`config.mk`:
```
export PLATFORM = sky130hd
export DESIGN_NAME = ce_sched
export DESIGN_NICKNAME = d
export VERILOG_FILES = /design/src/rtl/ce_pkg.sv /design/src/rtl/ce_acc.sv /design/src/rtl/ce_sched.sv
export SDC_FILE = /design/constraint.sdc
export NUM_CORES = 1
export LEC_CHECK = 0
export ABC_AREA = 1
export ABC_CLOCK_PERIOD_IN_PS = 3900
export BUFFER_PORTS_ARGS = -buffer_cell sky130_fd_sc_hd__buf_2
export CAP_MARGIN = 20
export CORE_MARGIN = 2
export CORE_UTILIZATION = 30
export CTS_CLUSTER_DIAMETER = 200
export CTS_CLUSTER_SIZE = 24
export DETAILED_ROUTE_END_ITERATION = 7
export PLACE_DENSITY = 0.47
export SKIP_CTS_REPAIR_TIMING = 1
export SYNTH_ARGS = -nofsm -noshare
export SYNTH_HDL_FRONTEND = slang
export SYNTH_SLANG_ARGS = --single-unit
```
`constraint.sdc`:
```
create_clock -name clk -period 3.9 [get_ports clk]
set_input_delay 0 -clock clk [delete_from_list [all_inputs] [get_ports clk]]
set_output_delay 0 -clock clk [all_outputs]
set_load 0.01 [all_outputs]
```
`src/rtl/ce_pkg.sv`:
```
// ----------------------------------------------------------------------------
// ce_pkg : shared state encoding and CE width rule for the CE sequencer
// Rev 1.0
// ----------------------------------------------------------------------------
`default_nettype none

package ce_pkg;

  typedef enum logic [1:0] {
    ST_IDLE  = 2'd0,
    ST_RUN   = 2'd1,
    ST_DRAIN = 2'd2,
    ST_DONE  = 2'd3
  } state_e;

  // CE partial-sum width for N-bit features and M-bit weights
  function automatic int ce_dw(input int n, input int m);
    return n + m + 15;
  endfunction

  localparam int CE_N  = 2;
  localparam int CE_M  = 2;
  localparam int CE_DW = ce_dw(CE_N, CE_M);

endpackage

`default_nettype wire

```
`src/rtl/ce_acc.sv`:
```
// ----------------------------------------------------------------------------
// ce_acc : per-pixel signed accumulator, result counters, ReLU, output register
// Rev 1.0
// ----------------------------------------------------------------------------
`default_nettype none

module ce_acc #(
  parameter int DW   = 19,
  parameter int AW   = 16,
  parameter int PW   = 4,
  parameter int RELU = 1
) (
  input  logic             clk,
  input  logic             rst,
  input  logic             clr_i,
  input  logic             en_i,
  input  logic [DW-1:0]    d_i,
  input  logic [AW-1:0]    cfg_pix_i,
  input  logic [PW-1:0]    cfg_pass_i,
  output logic [DW+PW-1:0] acc_out_o,
  output logic             acc_valid_o,
  output logic             acc_last_o
);

  localparam int ACCW = DW + PW;

  logic [PW-1:0]   res_pass_q, res_pass_d;
  logic [AW-1:0]   res_pix_q,  res_pix_d;
  logic [ACCW-1:0] acc_q,      acc_d;
  logic [ACCW-1:0] out_q,      out_d;
  logic            valid_q,    valid_d;
  logic            last_q,     last_d;
  logic [ACCW-1:0] w_d_ext;
  logic [ACCW-1:0] w_sum;

  assign w_d_ext = {{PW{d_i[DW-1]}}, d_i};
  assign w_sum   = (res_pass_q == '0) ? w_d_ext : (acc_q + w_d_ext);

  always_comb begin
    res_pass_d = res_pass_q;
    res_pix_d  = res_pix_q;
    acc_d      = acc_q;
    out_d      = out_q;
    valid_d    = 1'b0;
    last_d     = 1'b0;
    if (clr_i) begin
      res_pass_d = '0;
      res_pix_d  = '0;
    end else if (en_i) begin
      acc_d = w_sum;
      if (res_pass_q == cfg_pass_i - PW'(1)) begin
        res_pass_d = '0;
        res_pix_d  = res_pix_q + AW'(1);
        // Sum width covers 2^PW-1 terms, so only the sign bit matters for ReLU
        out_d      = ((RELU != 0) && w_sum[ACCW-1]) ? '0 : w_sum;
        valid_d    = 1'b1;
        last_d     = (res_pix_q == cfg_pix_i - AW'(1));
      end else begin
        res_pass_d = res_pass_q + PW'(1);
      end
    end
  end

  always_ff @(posedge clk) begin
    if (!rst) begin
      res_pass_q <= '0;
      res_pix_q  <= '0;
      acc_q      <= '0;
      out_q      <= '0;
      valid_q    <= 1'b0;
      last_q     <= 1'b0;
    end else begin
      res_pass_q <= res_pass_d;
      res_pix_q  <= res_pix_d;
      acc_q      <= acc_d;
      out_q      <= out_d;
      valid_q    <= valid_d;
      last_q     <= last_d;
    end
  end

  assign acc_out_o   = out_q;
  assign acc_valid_o = valid_q;
  assign acc_last_o  = last_q;

endmodule

`default_nettype wire

```
`src/rtl/ce_sched.sv`:
```
// ----------------------------------------------------------------------------
// ce_sched : CE job sequencer - FSM, operand issue counters, result accumulate
// Rev 1.0
// ----------------------------------------------------------------------------
`default_nettype none

module ce_sched
  import ce_pkg::*;
#(
  parameter int DW   = CE_DW,
  parameter int AW   = 16,
  parameter int PW   = 4,
  parameter int RELU = 1
) (
  input  logic             clk,
  input  logic             rst,
  input  logic             start,
  input  logic [AW-1:0]    cfg_pixels,
  input  logic [PW-1:0]    cfg_passes,
  output logic             busy,
  output logic             done,
  input  logic             src_valid,
  output logic             src_ready,
  output logic [AW-1:0]    pix_idx,
  output logic [PW-1:0]    pass_idx,
  output logic             ce_en_in,
  input  logic [DW-1:0]    ce_d_out,
  input  logic             ce_en_out,
  output logic [DW+PW-1:0] acc_out,
  output logic             acc_valid
);

  state_e        state_q, state_d;
  logic [AW-1:0] cfg_pix_q, pix_q, pix_d;
  logic [PW-1:0] cfg_pass_q, pass_q, pass_d;
  logic          w_start_ok;
  logic          w_issue;
  logic          w_last_pass;
  logic          w_last_pix;
  logic          w_res_en;
  logic          w_acc_last;

  assign w_start_ok  = start && (state_q == ST_IDLE);
  assign w_issue     = src_valid && (state_q == ST_RUN);
  assign w_last_pass = (pass_q == cfg_pass_q - PW'(1));
  assign w_last_pix  = (pix_q == cfg_pix_q - AW'(1));
  // Results arriving outside an active job cannot belong to it
  assign w_res_en    = ce_en_out && ((state_q == ST_RUN) || (state_q == ST_DRAIN));

  always_comb begin
    state_d   = state_q;
    pix_d     = pix_q;
    pass_d    = pass_q;
    busy      = (state_q != ST_IDLE);
    done      = (state_q == ST_DONE);
    src_ready = (state_q == ST_RUN);
    ce_en_in  = w_issue;
    case (state_q)
      ST_IDLE: begin
        if (start) begin
          pix_d   = '0;
          pass_d  = '0;
          state_d = ((cfg_pixels != '0) && (cfg_passes != '0)) ? ST_RUN : ST_DONE;
        end
      end
      ST_RUN: begin
        if (w_issue) begin
          if (w_last_pass) begin
            pass_d = '0;
            pix_d  = pix_q + AW'(1);
            if (w_last_pix) state_d = ST_DRAIN;
          end else begin
            pass_d = pass_q + PW'(1);
          end
        end
      end
      ST_DRAIN: begin
        if (w_acc_last) state_d = ST_DONE;
      end
      default: state_d = ST_IDLE;
    endcase
  end

  always_ff @(posedge clk) begin
    if (!rst) begin
      state_q    <= ST_IDLE;
      pix_q      <= '0;
      pass_q     <= '0;
      cfg_pix_q  <= '0;
      cfg_pass_q <= '0;
    end else begin
      state_q <= state_d;
      pix_q   <= pix_d;
      pass_q  <= pass_d;
      if (w_start_ok) begin
        cfg_pix_q  <= cfg_pixels;
        cfg_pass_q <= cfg_passes;
      end
    end
  end

  assign pix_idx  = pix_q;
  assign pass_idx = pass_q;

  ce_acc #(
    .DW   (DW),
    .AW   (AW),
    .PW   (PW),
    .RELU (RELU)
  ) u_acc (
    .clk         (clk),
    .rst         (rst),
    .clr_i       (w_start_ok),
    .en_i        (w_res_en),
    .d_i         (ce_d_out),
    .cfg_pix_i   (cfg_pix_q),
    .cfg_pass_i  (cfg_pass_q),
    .acc_out_o   (acc_out),
    .acc_valid_o (acc_valid),
    .acc_last_o  (w_acc_last)
  );

endmodule

`default_nettype wire

```
# [Word-level counts from Yosys, hierarchy flattened]
# Cells that the tools add are included.
[word_totals] register_bits=110 out_inout_bits=48
[op_classes] addsub=7 n_eq_ne=12 n_mux=19 bitwise_logic=4 n_reduce_logical=20
[op_table] cell="16-bit 2-to-1 mux" n=3
[op_table] cell="16-bit by 1-bit adder with 16-bit output (second input constant)" n=2
[op_table] cell="16-bit equality test" n=2
[op_table] cell="16-bit case mux with 2 select lines" n=1
[op_table] cell="23-bit adder" n=1
[op_table] cell="23-bit 2-to-1 mux" n=1
[op_table] cell="22-bit 2-to-1 mux" n=1
[op_table] cell="4-bit 2-to-1 mux" n=4
[op_table] cell="16-bit nonzero test" n=1
[op_table] cell="16-bit by 1-bit subtractor with 16-bit output (second input constant)" n=1
[op_table] cell="2-bit 2-to-1 mux" n=6
[op_table] cell="4-bit by 1-bit adder with 4-bit output (second input constant)" n=2
[op_table] cell="4-bit equality test" n=2
[op_table] cell="2-bit by 1-bit inequality test with 1-bit output (second input constant)" n=4
[op_table] cell="4-bit case mux with 2 select lines" n=1
[op_table] cell="2-bit case mux with 3 select lines" n=1
[op_table] cell="3-bit AND reduction" n=2
[op_table] cell="5-bit AND reduction" n=1
[op_table] cell="2-bit equality test (second input constant)" n=2
[op_table] cell="1-bit logical AND" n=4
[op_table] cell="4-bit logical NOT" n=1
[op_table] cell="1-bit NOT" n=4
[op_table] cell="2-bit AND reduction" n=2
[op_table] cell="4-bit AND reduction" n=1
[op_table] cell="11 further kinds" n=12

# [Depth between registers and ports, before layout]
# Gate-level depths: netlist of run 1.
[depth] word_depth=6 ltp_mapped=17 depth_no_buf=17

# [Hierarchy]
# From an unflattened synthesis of run 1, not the netlist that was laid out.
[unflattened] hier_cells=1243 area_unflattened_um2=7947.6
[by_module_without_submodules] module="ce_acc" n_inst=1 cells_each=830 area_per_inst_um2=5230.0
[by_module_without_submodules] module="ce_sched" n_inst=1 cells_each=413 area_per_inst_um2=2717.6

# [Worst setup path after synthesis of run 1]
# No wires, ideal clock.
[synth_timing] path_type="flip-flop to flip-flop" start="register u_acc.acc_q[0]" end="register u_acc.acc_q[22]" t_arrival_ps=2022 setup_slack_ps=1761 stages_incl_launch_ff=17 path_buffers=1 cell_sequence="dfxtp_1 > ha_1 > inv_1 > fa_1 > inv_1 > nand3_1 > nand2_1 > nand2_1 > nand2_1 > nand2_1 > nand4_1 > nand2_1 > nand2_1 > buf_2 > nand3_1 > o211ai_1 > inv_1"
[synth_between] elab_chain_cells=2
[synth_lines] element="start: declaration" line_no="ce_acc.sv:29" text="logic [ACCW-1:0] acc_q, acc_d;"
[synth_lines] element="start signal: assignment" line_no="ce_acc.sv:68" text="acc_q <= '0;"
[synth_lines] element="start signal: assignment" line_no="ce_acc.sv:75" text="acc_q <= acc_d;"
[synth_lines] element="23-bit adder" line_no="ce_acc.sv:37" text="assign w_sum = (res_pass_q == '0) ? w_d_ext : (acc_q + w_d_ext);"
[synth_lines] element="23-bit 2-to-1 mux" line_no="ce_acc.sv:37"
# No other way between the ends.
# A chain may end at the register's enable or synchronous reset.

# [Final worst setup path of run 1]
[layout_timing] start="register cfg_pass_q[0]" end="register u_acc.out_q[17], in the netlist u_acc.acc_out_o[17]"
[layout_between] elab_chain_cells=3
[layout_lines] element="start: declaration" line_no="ce_sched.sv:35" text="logic [PW-1:0] cfg_pass_q, pass_q, pass_d;"
[layout_lines] element="start signal: assignment" line_no="ce_sched.sv:97" text="cfg_pass_q <= cfg_passes;"
[layout_lines] element="4-bit by 1-bit subtractor with 4-bit output" line_no="ce_acc.sv:51" text="if (res_pass_q == cfg_pass_i - PW'(1)) begin"
[layout_lines] element="4-bit equality test" line_no="ce_acc.sv:51"
[layout_lines] element="3-bit AND reduction (no line)"
[layout_lines] element="end signal: assignment" line_no="ce_acc.sv:76" text="out_q <= out_d;"
[layout_lines] element="end: declaration" line_no="ce_acc.sv:30" text="logic [ACCW-1:0] out_q, out_d;"
# No other way between the ends.

==> results.md, run 1 <==
* Status: finished with violations
* Violated checks: negative hold slack
* Slew headroom at 0.378
* Antenna Cells at 0
* Clk buf depth at 2
* DR WL met3 at 1.19 mm
* Fmax at 332 MHz
* Area Growth Syn to Fin at 15.9%
* Hold Crit Class: primary input to register
* Synth Flop Type: dfxtp_1
* First-pass GRT wire length at 38.7 mm
* Reg2Reg Depth at 12
* Largest net degree at the start of global routing at 52
* Max incr delay on CP at 0.45 ns
* Reg-to-Reg End: u_acc.acc_out_o[17]$_SDFFE_PN0P_
* Min Hold Slack at -0.0385 ns
* Drt first pass iters at 5
* PD cells at 557 nW/µm²
* Clk root buf: clkbuf_16
* Drc violations at 0
* Layout cell share with drive strength beyond 1 at 0.110
* Unique masters post-synth at 49
* Cell row count at 57
* Worst Tran Pin Value at between 0.9 and 1 ns
* Antenna violations before repair at 1
* Worst path cell trace: inv_2 -> ha_1 -> xnor2_1 -> nor2_1 -> nor3b_2 -> nand3_2 -> nor2_4 -> inv_1 -> nand2_1 -> inv_1 -> nor2_1 -> nor2_1
* Final hold vios at 8
* Design Area, Final at between 8000 and 9000 µm²
* Die footprint at 25800 µm²
* Post-synth EDFFs at 0
* Most used cell, CP: nor2_1
* Final slew viol count at 0
* # clock sinks at 109
* Warnings, synthesis at 0
* Wl on met1 at 13.1 mm
* Hold Crit Start: cfg_pixels[14]
* Critical R2R Launch: cfg_pass_q[0]$_SDFFE_PN0P_
* GRT overflow at 0
* IO buf count at 90
* CP max-delay cell: nor2_4
* Post-synth top area share at 0.297
* Post-synth top cells: nand2_1 (287), nor2_1 (131), inv_1 (129), dfxtp_1 (109), a21oi_1 (106)
* Clock latency on the worst-skew pair at 0.36 ns
* Die height at 161 µm
* Final Core Density at 0.353
* Post-synthesis sequential area ratio at 0.297
* Peak supply drop at roughly 0.23 mV
* Final HPWL DP at approximately 19 mm
* Top Ports at 92
* Skew final at 0.00926 ns
* Final WL at approximately 25 mm
* Vias post-DR at 7709
* Hold Path Sink: cfg_pix_q[14]$_SDFFE_PN0P_
* Max FO, Critical Path at 22
* Top post-synthesis cells by area: dfxtp_1 (30%), nand2_1 (15%), a21oi_1 (7.2%)
* Critical path buffers and inverters at 3
* Hold Path Depth at 3
* R2R setup slack at ~0.89 ns
* Worst Path Arrival at 3.24 ns
* DRT antenna net count at 0
* Synth Register Bits at 109
* CTS Buf Count at 9
* Max-cap violations at 0
* Die X at roughly 160 µm
* Cells after synthesis at 1161
* Syn_nets at 1239
* Power, Total at between 4 and 5 mW
* Fin nets at 1325
* Clock transition at path regs at 0.08 ns
* DP Area at 8130 µm²
* Wire per inst at 15.6 µm
* TNS Setup at 0 ns
* Fraction of the cycle the final worst path needs at 0.772
* Crit path from: cfg_pass_q[0]$_SDFFE_PN0P_
* Syn Area/Cell at 6.33 µm²
* GP Congestion at 0.881
* Worst path depth at 12
* Core footprint at 24200 µm²
* Global Route Usage Sum at 0.189
* RSZ-0062 raised after global routing: no
* Starting DRC count in detailed routing at around 540
* Vias in the first global route at 6925
* Min Tclk post-route at 3.01 ns
* DR WL met2 at 10.0 mm
* Endpoints failing setup at 0
* Top Family by Delay on Critical Path: simple AND/OR/NAND/NOR gates
* Crit end category: register
* Top sig layer: met5
* Crit path kind: register to register
* Via density at 4.89
* Worst EP required at 4.13 ns
* CP Launch Type: register
* Most common cell in the netlist: nand2_1
* Clock H-tree levels at 3
* Pleak at 3.91 nW
* Async set-reset flop share out of synthesis at 0
* CTS tree: built
* Mapped cell area at between 7000 and 8000 µm²
* Initial Util at 0.304
* Synth area leader: dfxtp_1
[where the power goes]
group | switching [mW] | total, mW | internal [mW]
logic | 1.61 | 2.37 | 0.759
registers | 0.139 | 1.41 | 1.27
clock network | 0.471 | 0.973 | 0.502
total | 2.22 | 4.75 | 2.53
[how the worst max path moves through the flow]
| stage | to | slack, ns |
|---|---|---|
| floorplan | u_acc.acc_q[22]$_SDFFE_PN0P_ | 1.76 |
| global placement | u_acc.acc_out_o[17]$_SDFFE_PN0P_ | 0.96 |
| detailed placement | u_acc.acc_out_o[17]$_SDFFE_PN0P_ | 0.92 |
| CTS | u_acc.acc_out_o[17]$_SDFFE_PN0P_ | 0.90 |
| global route | u_acc.acc_out_o[17]$_SDFFE_PN0P_ | 0.57 |
| finish | u_acc.acc_out_o[17]$_SDFFE_PN0P_ | 0.89 |
[tightest hold or removal path, stage by stage]
cell	delay, ns
buf_2	0.10
o21ai_0	0.08
a21oi_1	0.11
[logic make-up (layout without fill, tap and decap cells)]
family,after synthesis,in the layout,synth area share
AND/OR/NAND/NOR,609,609,0.364
AO/OA/AOI/OAI,205,205,0.147
buffers and inverters,169,259,0.0895
flip-flops,109,109,0.297
adder cells (fa/ha/maj),34,34,0.0589
XOR/XNOR,34,34,0.0441
other,1,1,0.000510
[cell usage in the layout (no fill, tap or decap), drive strengths merged, types with 2 or more instances in the layout]
cell type	synthesis	final
nand2	289	289
o211ai	4	4
nor3	25	25
a21oi	106	106
nor4	8	8
ha	33	33
clkbuf	20	9
xnor2	5	5
o21a	3	3
nand3b	9	9
o22ai	2	2
dlygate4sd3	0	10
buf	13	98
dfxtp	109	109
o21bai	6	6
inv	134	135
xor2	29	29
nor2	136	136
and2	3	3
nand4	33	33
a211oi	4	4
or2	7	7
clkinv	2	5
o21ai	77	77
nand3	95	95
nor3b	2	2
[through the flow]
| step | instances | setup WS (ns) |
|---|---|---|
| floorplan | 1161 | 1.76 |
| global placement | 1550 | 0.957 |
| detailed placement | 1550 | 0.919 |
| CTS | 1565 | 0.901 |
| global route | 1575 | 0.571 |
| finish | 1575 | 0.888 |
[layer usage]
layer / GRT usage / vias to the layer above
met5: 0 / -
met4: 0.0340 / 2
met3: 0.0346 / 18
met2: 0.271 / 166
met1: 0.295 / 3535
li1: - / 3988
[flip-flops by register name, indices dropped and copies added (netlist names), 2 cells and up]
signal,count
u_acc.acc_q,23
cfg_pix_q,16
u_acc.acc_out_o,22
state_q,2
u_acc.res_pix_q,16
pix_idx,16
cfg_pass_q,4
u_acc.res_pass_q,4
pass_idx,4
[final cells by class]
class	count	area, µm²
clock buffer	9	225
tap	324	405
sequential	109	2180
clock inverter	6	72.6
fill	2683	15700
timing repair buffer	108	611
inverter	136	512
multi-input combinational	883	4520
Power figures use the tool's default switching activity.
==> run 2: changes to the inputs <==
- ABC_CLOCK_PERIOD_IN_PS: 3900 -> 2500
- PLACE_DENSITY: 0.47 -> 0.48
- clock period: 3.9 -> 2.5 ns (I/O delays scaled with it)
==> run 2 against run 1 <==
  * The run still ends with negative hold slack left
  * Sequential share of layout area down 0.59 points
  * Global-route usage up 0.16 points
  * Non-clock buffer count up 21
  * Sequential power up 56%
  * Design area up 2.4%
  * Worst setup slack worse by 0.66 ns
  * Final cell count up 1.4%
  * Worst hold slack better by 0.0036 ns
  * Largest power group unchanged
==> results.md, run 2 (synthesis gave the netlist of run 1 again) <==
* Clock share of power at 0.200 (-0.005)
* Endpoints failing setup at 0 (unchanged)
* Clock H-tree levels at 3 (unchanged)
* # clock sinks at 109 (unchanged)
* Worst EP required at 2.79 ns (-1.34 ns)
* Hold Path Depth at 3 (unchanged)
* Via density at 4.85 (-0.88%)
* Switching share of power at 0.464 (-0.00330)
* Layout cell share with drive strength beyond 1 at 0.126 (+0.0154)
* Peak supply drop at 0.414 mV (+77%)
* Final WL at 24.5 mm (-0.14%)
* CTS tree: built
* Final hold vios at 4 (-4)
* CTS Buf Count at 9 (unchanged)
* First-pass GRT wire length at 39.1 mm (+1.1%)
* Area Growth Syn to Fin at 18.6%
* Global Route Usage Sum at 0.191 (+0.00159)
* Initial Util at 0.304 (unchanged)
* DRT antenna net count at 0 (unchanged)
* Die height at 161 µm (unchanged)
* PD cells at 877 nW/µm² (+57%)
* Register with the most flip-flops: u_acc.acc_q
* Max reg flops at 23 (unchanged)
* Min Tclk post-route at 2.28 ns (-0.736 ns)
* Critical R2R Launch: cfg_pass_q[0]$_SDFFE_PN0P_
* Power, Total at 7.65 mW (+61%)
* Drt first pass iters at 5 (unchanged)
* Most common cell after layout, fill and taps aside: nand2_1
* Hold Crit Start: cfg_pixels[13]
* Worst Tran Pin Value at 0.775 ns (-0.156 ns)
* Vias post-DR at 7748 (+0.51%)
* Antenna violations before repair at 0 (-1)
* R2R setup slack at 0.22 ns (-0.66 ns)
* Comb pwr share at 0.512 (+0.013)
* Clock transition at path regs at 0.08 ns (about the same)
* Final HPWL DP at 19.2 mm (+1.0%)
* Reg2Reg Depth at 11 (-1)
* Die X at 161 µm (unchanged)
* Status: finished with violations
* Fmax at 439 MHz (+32%)
* Largest net degree at the start of global routing at 40 (-23%)
* Core footprint at 24200 µm² (unchanged)
* Most frequent cells in the layout: nand2_1 (285), nor2_1 (130), inv_1 (129)
* GP Congestion at 0.892 (+1.2%)
* Max-cap violations at 0 (unchanged)
* TNS Setup at 0 ns (unchanged)
* Clock latency on the worst-skew pair at 0.36 ns (about the same)
* Cell row count at 57 (unchanged)
* Vias in the first global route at 7102 (+2.6%)
* Hold Path Sink: cfg_pix_q[13]$_SDFFE_PN0P_
* CP Launch Type: register
* Hold Crit Class: primary input to register
* Violated checks: negative hold slack
* Fillcell total at 2691 (+0.30%)
* Skew final at 0.00801 ns (-0.00125 ns)
* Max FO, Critical Path at 15 (-32%)
* Reg-to-Reg End: u_acc.acc_out_o[3]$_SDFFE_PN0P_
* Final slew viol count at 0 (unchanged)
* Fin nets at 1346 (+1.6%)
* Top Ports at 92 (unchanged)
* Starting DRC count in detailed routing at 420 (-23%)
* RSZ-0062 raised after global routing: no
* Worst Path Arrival at 2.57 ns (-0.67 ns)
* Crit path kind: register to register
* Internal at 4.10 mW (+62%)
* Die footprint at 25800 µm² (unchanged)
* Seq pwr share at 0.288 (-0.008)
* Wire per inst at 15.3 µm (-1.5%)
* Slew headroom at 0.483 (+0.105)
* IO buf count at 90 (unchanged)
* Pleak at 4.02 nW (+2.9%)
* Min Hold Slack at -0.0349 ns (+0.00356 ns)
* Clk root buf: clkbuf_16
* Net Switching at 3.55 mW (+60%)
* Crit end category: register
* Clk buf depth at 2 (unchanged)
* GRT overflow at 0 (unchanged)
* Drc violations at 0 (unchanged)
* Fraction of the cycle the final worst path needs at 0.911 (+0.138)
* Antenna Cells at 0 (unchanged)
## run 2: cell count changes in the layout (fill, tap and decap cells not counted), sizes merged
cell	delta
buf	+18
inv	+1
dlygate4sd3	+3
clkbuf	+1
clkinv	-1
## run 2: metrics by stage
| stage | cell area (µm²) | util | setup WS (ns) | instances |
|---|---|---|---|---|
| detailed placement | 8260 | 0.342 | 0.114 | 1566 |
| global placement | 8260 | 0.342 | 0.157 | 1566 |
| global route | 8730 | 0.361 | 0.0130 | 1597 |
| CTS | 8560 | 0.354 | 0.104 | 1582 |
| floorplan | 7350 | - | 0.361 | 1161 |
| finish | 8730 | 0.361 | 0.223 | 1597 |
## run 2: layout make-up
class | count | area [µm²] | area share
Multi-Input combinational cell | 883 | 4540 | 0.520
Clock inverter | 6 | 68.8 | 0.00789
Tap cell | 324 | 405 | 0.0465
Clock buffer | 10 | 229 | 0.0262
Inverter | 136 | 512 | 0.0586
Timing Repair Buffer | 129 | 792 | 0.0908
Sequential cell | 109 | 2180 | 0.250
## run 2: worst max path at each step
| stage | from | end | slack [ns] | cells past startpoint |
|---|---|---|---|---|
| 2_1_floorplan | u_acc.acc_q[0]$_SDFFE_PN0P_ | u_acc.acc_q[22]$_SDFFE_PN0P_ | 0.36 | 16 |
| 3_3_place_gp | cfg_pass_q[0]$_SDFFE_PN0P_ | pix_idx[1]$_SDFFE_PN0P_ | 0.16 | 11 |
| 3_5_place_dp | u_acc.acc_q[0]$_SDFFE_PN0P_ | u_acc.acc_out_o[17]$_SDFFE_PN0P_ | 0.11 | 18 |
| 4_1_cts | u_acc.acc_q[0]$_SDFFE_PN0P_ | u_acc.acc_out_o[17]$_SDFFE_PN0P_ | 0.10 | 18 |
| 5_1_grt | u_acc.acc_q[5]$_SDFFE_PN0P_ | u_acc.acc_q[18]$_SDFFE_PN0P_ | 0.01 | 11 |
| 6_report | cfg_pass_q[0]$_SDFFE_PN0P_ | u_acc.acc_out_o[3]$_SDFFE_PN0P_ | 0.22 | 11 |
## run 2: routing by layer
| metal | vias up | wire, µm | track usage |
|---|---|---|---|
| met3 | 13 | 1060 | 0.0287 |
| met2 | 154 | 10200 | 0.284 |
| met4 | 0 | 176 | 0.0336 |
| met5 | - | 0 | 0 |
| li1 | 4024 | - | - |
| met1 | 3557 | 13100 | 0.293 |
## run 2: critical path: stages, from the launching register on
cell,delay [ns]
dfxtp_1,0.38
inv_2,0.07
ha_1,0.33
or2_2,0.28
nand4_1,0.10
nor3b_2,0.07
nand3_2,0.10
nor2_4,0.04
inv_1,0.39
buf_4,0.26
nand2_1,0.06
a21oi_1,0.13
## run 2: power groups by stage
stage	registers [mW]	logic (mW)	clock network (mW)
after floorplan	2.18	2.69	0
after detailed placement	2.24	3.82	0
after global placement	2.24	3.85	0
after global routing	2.24	4.44	1.64
final	2.20	3.92	1.53
after CTS	2.20	3.84	1.58
